**config.mk**
```make
export PLATFORM = sky130hd
export DESIGN_NAME = inst_prefetch_unit
export DESIGN_NICKNAME = d
export VERILOG_FILES = /design/src/rtl/inst_prefetch_unit.sv
export SDC_FILE = /design/constraint.sdc
export NUM_CORES = 1
export LEC_CHECK = 0
export ABC_AREA = 1
export BUFFER_PORTS_ARGS = -buffer_cell sky130_fd_sc_hd__buf_2
export CORE_MARGIN = 4
export CORE_UTILIZATION = 50
export DETAILED_ROUTE_END_ITERATION = 7
export GPL_TIMING_DRIVEN = 0
export PLACE_DENSITY = 0.71
export SLEW_MARGIN = 5
export SYNTH_ARGS = -nofsm -noshare
export SYNTH_HDL_FRONTEND = slang
export SYNTH_SLANG_ARGS = --single-unit
```
**constraint.sdc**
```tcl
create_clock -name clk -period 8.3 [get_ports clk]
set_clock_uncertainty 0.2 [all_clocks]
set_input_delay 1.66 -clock clk [delete_from_list [all_inputs] [get_ports clk]]
set_output_delay 1.66 -clock clk [all_outputs]
set_load 0.1 [all_outputs]
```
**src/rtl/inst_prefetch_unit.sv**
```systemverilog
// inst_prefetch_unit: instruction prefetch front end between the CPU ROM port
// and a variable-latency instruction memory. It prefetches sequentially into a
// DEPTH-entry tagged FIFO and serves hits combinationally. On a miss it stalls
// the CPU, flushes the FIFO and redirects fetch to the missed address.
// Optional hit/miss statistics counters are enabled by INST_PREFETCH_STATS_EN.
module inst_prefetch_unit #(
   parameter int ADDR_W    = 32,
   parameter int DATA_W    = 32,
   parameter int DEPTH     = 4,
   parameter int ADDR_STEP = 4
) (
   input  logic              clk,
   input  logic              rst,
   input  logic              cpu_ce_i,
   input  logic [ADDR_W-1:0] cpu_addr_i,
   output logic [DATA_W-1:0] cpu_inst_o,
   output logic              cpu_valid_o,
   output logic              stall_req_o,
   output logic              mem_req_o,
   output logic [ADDR_W-1:0] mem_addr_o,
   input  logic              mem_ack_i,
   input  logic [DATA_W-1:0] mem_data_i
`ifdef INST_PREFETCH_STATS_EN
   ,
   output logic [31:0]       hit_cnt_o,
   output logic [31:0]       miss_cnt_o
`endif
);

   localparam int PTR_W = (DEPTH > 1) ? $clog2(DEPTH) : 1;
   localparam int CNT_W = PTR_W + 1;

   typedef enum logic {IDLE = 1'b0, REQ = 1'b1} state_t;

   state_t            state_q, state_d;
   logic [ADDR_W-1:0] fetch_ptr_q, fetch_ptr_d;
   logic [ADDR_W-1:0] mem_addr_q, mem_addr_d;
   logic [PTR_W-1:0]  rd_ptr_q, rd_ptr_d, wr_ptr_q, wr_ptr_d;
   logic [CNT_W-1:0]  count_q, count_d;
   logic              stale_q, stale_d;

   logic [ADDR_W-1:0] tag_q  [DEPTH];
   logic [DATA_W-1:0] data_q [DEPTH];

   logic              ce, empty, ack, hit, bypass, miss, redirect, push, pop;
   logic [ADDR_W-1:0] expect_addr;

   // CPU-side decode: hit, bypass, miss/redirect and FIFO/fetch-pointer updates
   always_comb begin
      ce          = cpu_ce_i & rst;
      empty       = (count_q == '0);
      ack         = (state_q == REQ) & mem_ack_i;
      expect_addr = empty ? fetch_ptr_q : tag_q[rd_ptr_q];
      hit         = ce & ~empty & (tag_q[rd_ptr_q] == cpu_addr_i);
      bypass      = ce & empty & ack & ~stale_q & (mem_addr_q == cpu_addr_i);
      miss        = ce & ~hit & ~bypass;
      // a miss on the expected address just waits; anything else redirects
      redirect    = miss & (cpu_addr_i != expect_addr);
      pop         = hit;
      // a redirect in the ack cycle makes the returning data stale as well
      push        = ack & ~stale_q & ~bypass & ~redirect;

      rd_ptr_d = redirect ? '0 : rd_ptr_q + PTR_W'(pop);
      wr_ptr_d = redirect ? '0 : wr_ptr_q + PTR_W'(push);
      count_d  = redirect ? '0 : count_q + CNT_W'(push) - CNT_W'(pop);

      fetch_ptr_d = fetch_ptr_q;
      if (redirect)
         fetch_ptr_d = cpu_addr_i;
      else if (ack && !stale_q)
         fetch_ptr_d = fetch_ptr_q + ADDR_W'(ADDR_STEP);

      // the in-flight request can't be withdrawn, so mark its data stale
      stale_d = stale_q;
      if (redirect)
         stale_d = (state_q == REQ) & ~mem_ack_i;
      else if (ack)
         stale_d = 1'b0;
   end

   // Memory FSM next state: issue whenever a FIFO slot can be reserved
   always_comb begin
      state_d    = state_q;
      mem_addr_d = mem_addr_q;
      if (state_q == IDLE || ack) begin
         if (count_d < CNT_W'(DEPTH)) begin
            state_d    = REQ;
            mem_addr_d = fetch_ptr_d;
         end else begin
            state_d    = IDLE;
         end
      end
   end

   // Memory FSM outputs: request held stable from a register until ack
   always_comb begin
      mem_req_o  = (state_q == REQ);
      mem_addr_o = mem_addr_q;
   end

   // CPU-side outputs
   always_comb begin
      cpu_valid_o = hit | bypass;
      stall_req_o = miss;
      cpu_inst_o  = '0;
      if (hit)
         cpu_inst_o = data_q[rd_ptr_q];
      else if (bypass)
         cpu_inst_o = mem_data_i;
   end

   // State register and FIFO control with synchronous active-low reset
   always_ff @(posedge clk) begin
      if (!rst) begin
         state_q     <= IDLE;
         fetch_ptr_q <= '0;
         mem_addr_q  <= '0;
         rd_ptr_q    <= '0;
         wr_ptr_q    <= '0;
         count_q     <= '0;
         stale_q     <= 1'b0;
      end else begin
         state_q     <= state_d;
         fetch_ptr_q <= fetch_ptr_d;
         mem_addr_q  <= mem_addr_d;
         rd_ptr_q    <= rd_ptr_d;
         wr_ptr_q    <= wr_ptr_d;
         count_q     <= count_d;
         stale_q     <= stale_d;
      end
   end

   // FIFO storage; contents are qualified by count so no reset is needed
   always_ff @(posedge clk) begin
      if (push) begin
         tag_q[wr_ptr_q]  <= mem_addr_q;
         data_q[wr_ptr_q] <= mem_data_i;
      end
   end

`ifdef INST_PREFETCH_STATS_EN
   logic [31:0] hit_cnt_q, hit_cnt_d, miss_cnt_q, miss_cnt_d;

   // Saturating counters: served cycles and redirects
   always_comb begin
      hit_cnt_d  = hit_cnt_q;
      miss_cnt_d = miss_cnt_q;
      if ((hit || bypass) && hit_cnt_q != '1)
         hit_cnt_d = hit_cnt_q + 32'd1;
      if (redirect && miss_cnt_q != '1)
         miss_cnt_d = miss_cnt_q + 32'd1;
   end

   // Statistics registers
   always_ff @(posedge clk) begin
      if (!rst) begin
         hit_cnt_q  <= '0;
         miss_cnt_q <= '0;
      end else begin
         hit_cnt_q  <= hit_cnt_d;
         miss_cnt_q <= miss_cnt_d;
      end
   end

   assign hit_cnt_o  = hit_cnt_q;
   assign miss_cnt_o = miss_cnt_q;
`endif

endmodule

```
; ---- After elaboration in Yosys (flattened, before gate mapping)
; Memories as Yosys holds them, arrays and structs flattened. A register that Yosys moved wholly into a read port is not among the register bits.
; Index checks and enable logic that the tools add are counted.
; Widths: inputs -> output; s select.
[totals]
regBits = 73
mem_bits_rw = 256
out_inout_bits = 67
word_cells = 62
n_memories = 2
[memory_table]
columns = name, depth, word_bits, read_ports, rd_ports_with_merged_regs, wr, line_no
row1 = data_q, 4, 32, 1, 1, 1, 43  ; logic [DATA_W-1:0] data_q [DEPTH];
row2 = tag_q, 4, 32, 1, 1, 1, 42  ; logic [ADDR_W-1:0] tag_q [DEPTH];
[classes]
add_sub_neg = 5
n_lt_le_gt_ge = 1
eq_ne = 3
mux = 13
bitwise_logic = 24
n_reduce_logical = 7
[op_table]
columns = op, count
row1 = $mux 32, 5
row2 = $eq 32x32->1, 2
row3 = $add 32x3->32 const B, 1
row4 = $ne 32x32->1, 1
row5 = $and 1x1->1, 15
row6 = $not 1->1, 8
row7 = $mux 1, 5
row8 = $add 2x1->2, 2
row9 = $mux 2, 2
row10 = $add 3x1->3, 1
row11 = $logic_not 3->1, 1
row12 = $lt 3x3->1 const B, 1
row13 = $mux 3, 1
row14 = $sub 3x1->3, 1
row15 = $reduce_and 2->1, 1
row16 = $reduce_bool 2->1, 1
row17 = $reduce_or 2->1, 1
row18 = $logic_and 1x1->1, 1
row19 = $logic_not 1->1, 1
row20 = $logic_or 1x1->1, 1
row21 = $or 1x1->1, 1

; ---- Logic depth before layout (Yosys ltp)
[logic_depth]
word_depth = 15
mapped_depth = 30

; ---- Worst setup path after synthesis
; OpenSTA, ideal clock, no wires.
[synth_path]
kind = input-to-reg
start = in rst
end = mem data_q[0][0], enable pin
setup_ps = 565
t_arrival_ps = 7529
required_time_ps = 7535
setup_slack_ps = 6
cell_stages = 13
n_path_buf = 3
cell_sequence = buf_2 nand2_1 inv_2 o21ai_0 nor4_1 nand3_1 nor2_4 nor2_4 nand3_2 buf_6 buf_6 nand2_2 nor3_1
[synth_via]
elab_chain_len = 12
elab_cells_between_ends = 17
cone_classes = mux (2) / bitwise (15)
[synth_lines]
columns = element, line_no
row1 = "start, declared", 13  ; input logic rst,
row2 = $and 1x1->1 (*), 50  ; ce = cpu_ce_i & rst;
row3 = $and 1x1->1 (4 in a row), 55  ; bypass = ce & empty & ack & ~stale_q & (mem_addr_q == cpu_addr_i);
row4 = $not 1->1, "56, 61"
row5 = $and 1x1->1, 56  ; miss = ce & ~hit & ~bypass;
row6 = $and 1x1->1, 58  ; redirect = miss & (cpu_addr_i != expect_addr);
row7 = $not 1->1, 61  ; push = ack & ~stale_q & ~bypass & ~redirect;
row8 = $and 1x1->1 (*), 61
row9 = $mux 1 (*), 135  ; if (push) begin
row10 = $mux 1 (not written as such) (*), 137  ; data_q[wr_ptr_q] <= mem_data_i;
row11 = "end, declared", 43
; Every way passes the cells marked *; elsewhere a longest branch is shown, timed or not.

; ---- Worst setup path in the final report
[layout_path]
start = in cpu_addr_i[9]
end = out cpu_inst_o[26]
[layout_via]
elab_chain_len = 4
elab_cells_between_ends = 6
cone_classes = eq/ne (2) / mux (2) / bitwise (2)
[layout_lines]
columns = element, line_no
row1 = "start, declared", 15  ; input logic [ADDR_W-1:0] cpu_addr_i,
row2 = $eq 32x32->1, 55
row3 = $and 1x1->1, 55
row4 = $mux 32, 108  ; else if (bypass)
row5 = $mux 32 (*), 106  ; if (hit)
row6 = "end, declared", 16  ; output logic [DATA_W-1:0] cpu_inst_o,
; Marked as above.

==> qor.yml <==
status:
  status: "completed"
place:
  pre_cts_slack_ns: 1.827
  dp_hpwl_um: 35000
  gp_routability_congestion: 0.9879
  dp.cells: 2274
  port_buffers: 133
power:
  leakage_nw: 7.524
  finalPower_mw: 3.907
  p_per_area_nw_per_um2: 214.6
  peakVddDrop_uv: 169.7
sta:
  slew-limit-headroom_pct: 43.24
  setup_viol: 0
  worst_slack_ns: 1.759
  worstMarginPinSlew_ns: 0.8468
  rsz0062_at_grt: "false"
  hold_violations: 0
  slew_violations: 0
  period_needed_ns: 6.541
  post-route-period-util_pct: 78.81
  fmaxAchievable_mhz: 152.9
hold_path:
  hp-class: "flop to flop"
  hp-start: "stale_q$_SDFFE_PN0P_"
logic_synthesis:
  ys_ff_latch: 329
  yosys-top-cells-count: "nand2_1, nor2_1, edfxtp_1"
  synthAdderAreaFrac_pct: 0.5307
  synth_nets: 1792
  synthSimpleGateAreaFrac_pct: 25.07
  synth_edf_count: 256
  synth.distinct_cells: 38
  ys_warn_count: 0
  synth_most_common_cell: "nand2_1"
  synth_top_area_cell: "edfxtp_1"
  async_reset_ff_share_pct: 0
  synth_top_family_by_area: "simple AND/OR/NAND/NOR gates"
  netlist_instances: 1718
  synth_compound_area_share_pct: 6.811
  yosysTopAreaCellShare_pct: 49.40
  avgSynthCellArea_um2: 9.057
  synthFlopType: "edfxtp_1"
  seq_area_frac_synth_pct: 58.80
  synthMuxAreaShare_pct: 0.06433
  synthTopCellsByArea: "edfxtp_1, nand2_1, dfxtp_1"
  synth_xor_area_share_pct: 3.096
  netlist_area_um2: 15560
die:
  die_y_um: 184.4
  rows: 64
  initial_core_util_pct: 50.73
  io_pins: 135
  dieArea_um2: 34010
  die_w_um: 184.4
  coreArea_um2: 30670
setup_path:
  reg2reg_setup_slack_ns: 3.00
  cp-start-kind: "primary input"
  crit_fanout: 10
  crit_start: "cpu_addr_i[9]"
  reg2reg_to: "mem_addr_o[15]$_SDFFE_PN0P_"
  crit_path_end_kind: "output port"
  rr_worst_depth: 25
  cp.arrival_ns: 4.68
  crit_end: "cpu_inst_o[26]"
  required_ns: 6.44
  crit_type: "primary input to output port"
  reg2reg_from: "rd_ptr_q[1]$_SDFF_PP0_"
cts:
  h-tree-depth: 2
  cts_buffer_depth: 3
  root_buffer: "clkbuf_16"
  insertion_delay_ns: 0.53
  cts_setup_buffers: 0
  clock_sinks: 329
  cts-buffers-inserted: 36
  postCtsHoldBufs: 0
  ctsResizeCount: 0
  tritoncts: "yes"
  clk_pin_slew_ns: 0.06
global_route:
  grt_pass1_wl_um: 71920
  antenna_found_initial: 0
  first_global_vias: 12370
  grt_use_total_pct: 27.87
  gr-total-overflow: 0
  grt_max_degree: 15
flow_run:
  cap_violations: 0
routing:
  routed_wl_um: 48270
  avgViaCountPerCell: 5.571
  drt_iter0_drc: 1252
  wl_per_cell_um: 20.63
  drt_first_pass_iters: 6
  vias: 13036
  drc: 0
  ant_nets: 0
layout:
  syn_to_final_growth_pct: 17.01
  final_nets: 1990
  antenna_cells: 0
  drive_gt1_share_pct: 15.07
  layoutNonFillerInstCount: 2340
flip-flops by register name, summed over array words and instances (netlist names):
name	count
rd_ptr_q	2
mem_addr_o	32
wr_ptr_q	2
count_q	3
stale_q	1
fetch_ptr_q	32
data_q	128
mem_req_o	1
tag_q	128
cell families (layout without fill, tap and decap cells):
family	after synthesis	after routing
AO/OA/AOI/OAI	188	188
XOR/XNOR	55	55
adder cells (fa/ha/maj)	6	6
buffers and inverters	195	421
flip-flops	329	329
multiplexers	1	1
AND/OR/NAND/NOR	944	944
cell usage in the layout (no fill, tap or decap), drive strengths merged, types with 17 or more instances in the layout:
master  count
a21oi      38
a31oi      32
clkbuf     73
inv       122
xor2       38
edfxtp    256
o21ai      99
nand3     147
nor2      267
and2       27
dfxtp      73
nand2     476
xnor2      17
buf       210
metal layers:
metal  track usage (%)  up-vias  share of wire [%]
met3             4.046       89                8.8
met2             45.71      673                 47
met4             9.139        0                3.3
met5                 0        -                  0
li1                  -     6104                  -
met1             38.51     6170                 41
cell type report:
| cell class | count | area, µm² |
|---|---|---|
| clock inverter | 19 | 225.2 |
| buffer | 76 | 429.2 |
| fill | 2646 | 12460 |
| tap | 396 | 495.5 |
| inverter | 119 | 446.7 |
| multi-input combinational | 1194 | 5555 |
| clock buffer | 47 | 992.2 |
| timing repair buffer | 160 | 913.4 |
| sequential | 329 | 9149 |
worst min-delay path by stage:
stage | end | slack, ns | depth (start not counted)
2_1_floorplan | stale_q$_SDFFE_PN0P_ | 0.28 | 2
3_3_place_gp | stale_q$_SDFFE_PN0P_ | 0.29 | 2
3_5_place_dp | stale_q$_SDFFE_PN0P_ | 0.31 | 2
4_1_cts | stale_q$_SDFFE_PN0P_ | 0.34 | 2
5_1_grt | tag_q[3][16]$_DFFE_PP_ | 0.36 | 0
6_report | stale_q$_SDFFE_PN0P_ | 0.33 | 2
power by group:
part | total [mW] | switching (mW) | internal (mW)
Combinational | 0.401 | 0.298 | 0.102
Clock | 1.64 | 0.662 | 0.977
Sequential | 1.87 | 0.0447 | 1.82
Total | 3.91 | 1.00 | 2.90
per-stage QoR:
step                util [%]  setup TNS [ns]  hold slack [ns]  area [µm²]
floorplan                  -               0           0.2780       15560
global placement       54.52        -1044.86           0.2859       16720
detailed placement     55.39               0           0.3078       16990
CTS                    59.36               0           0.3412       18210
global route           59.36               0           0.3621       18210
finish                 59.36               0           0.3284       18210
worst max-delay path, stage by stage:
cell      delay [ns]
buf_2           0.17
inv_1           0.19
o22ai_1         0.10
a211oi_1        0.38
nand2_1         0.13
nor2_1          0.13
nand3_1         0.22
nor2_4          0.34
clkbuf_1        0.50
a21oi_1         0.14
a31oi_1         0.24
buf_2           0.47
Note: power is estimated with default switching activity, not from simulation.
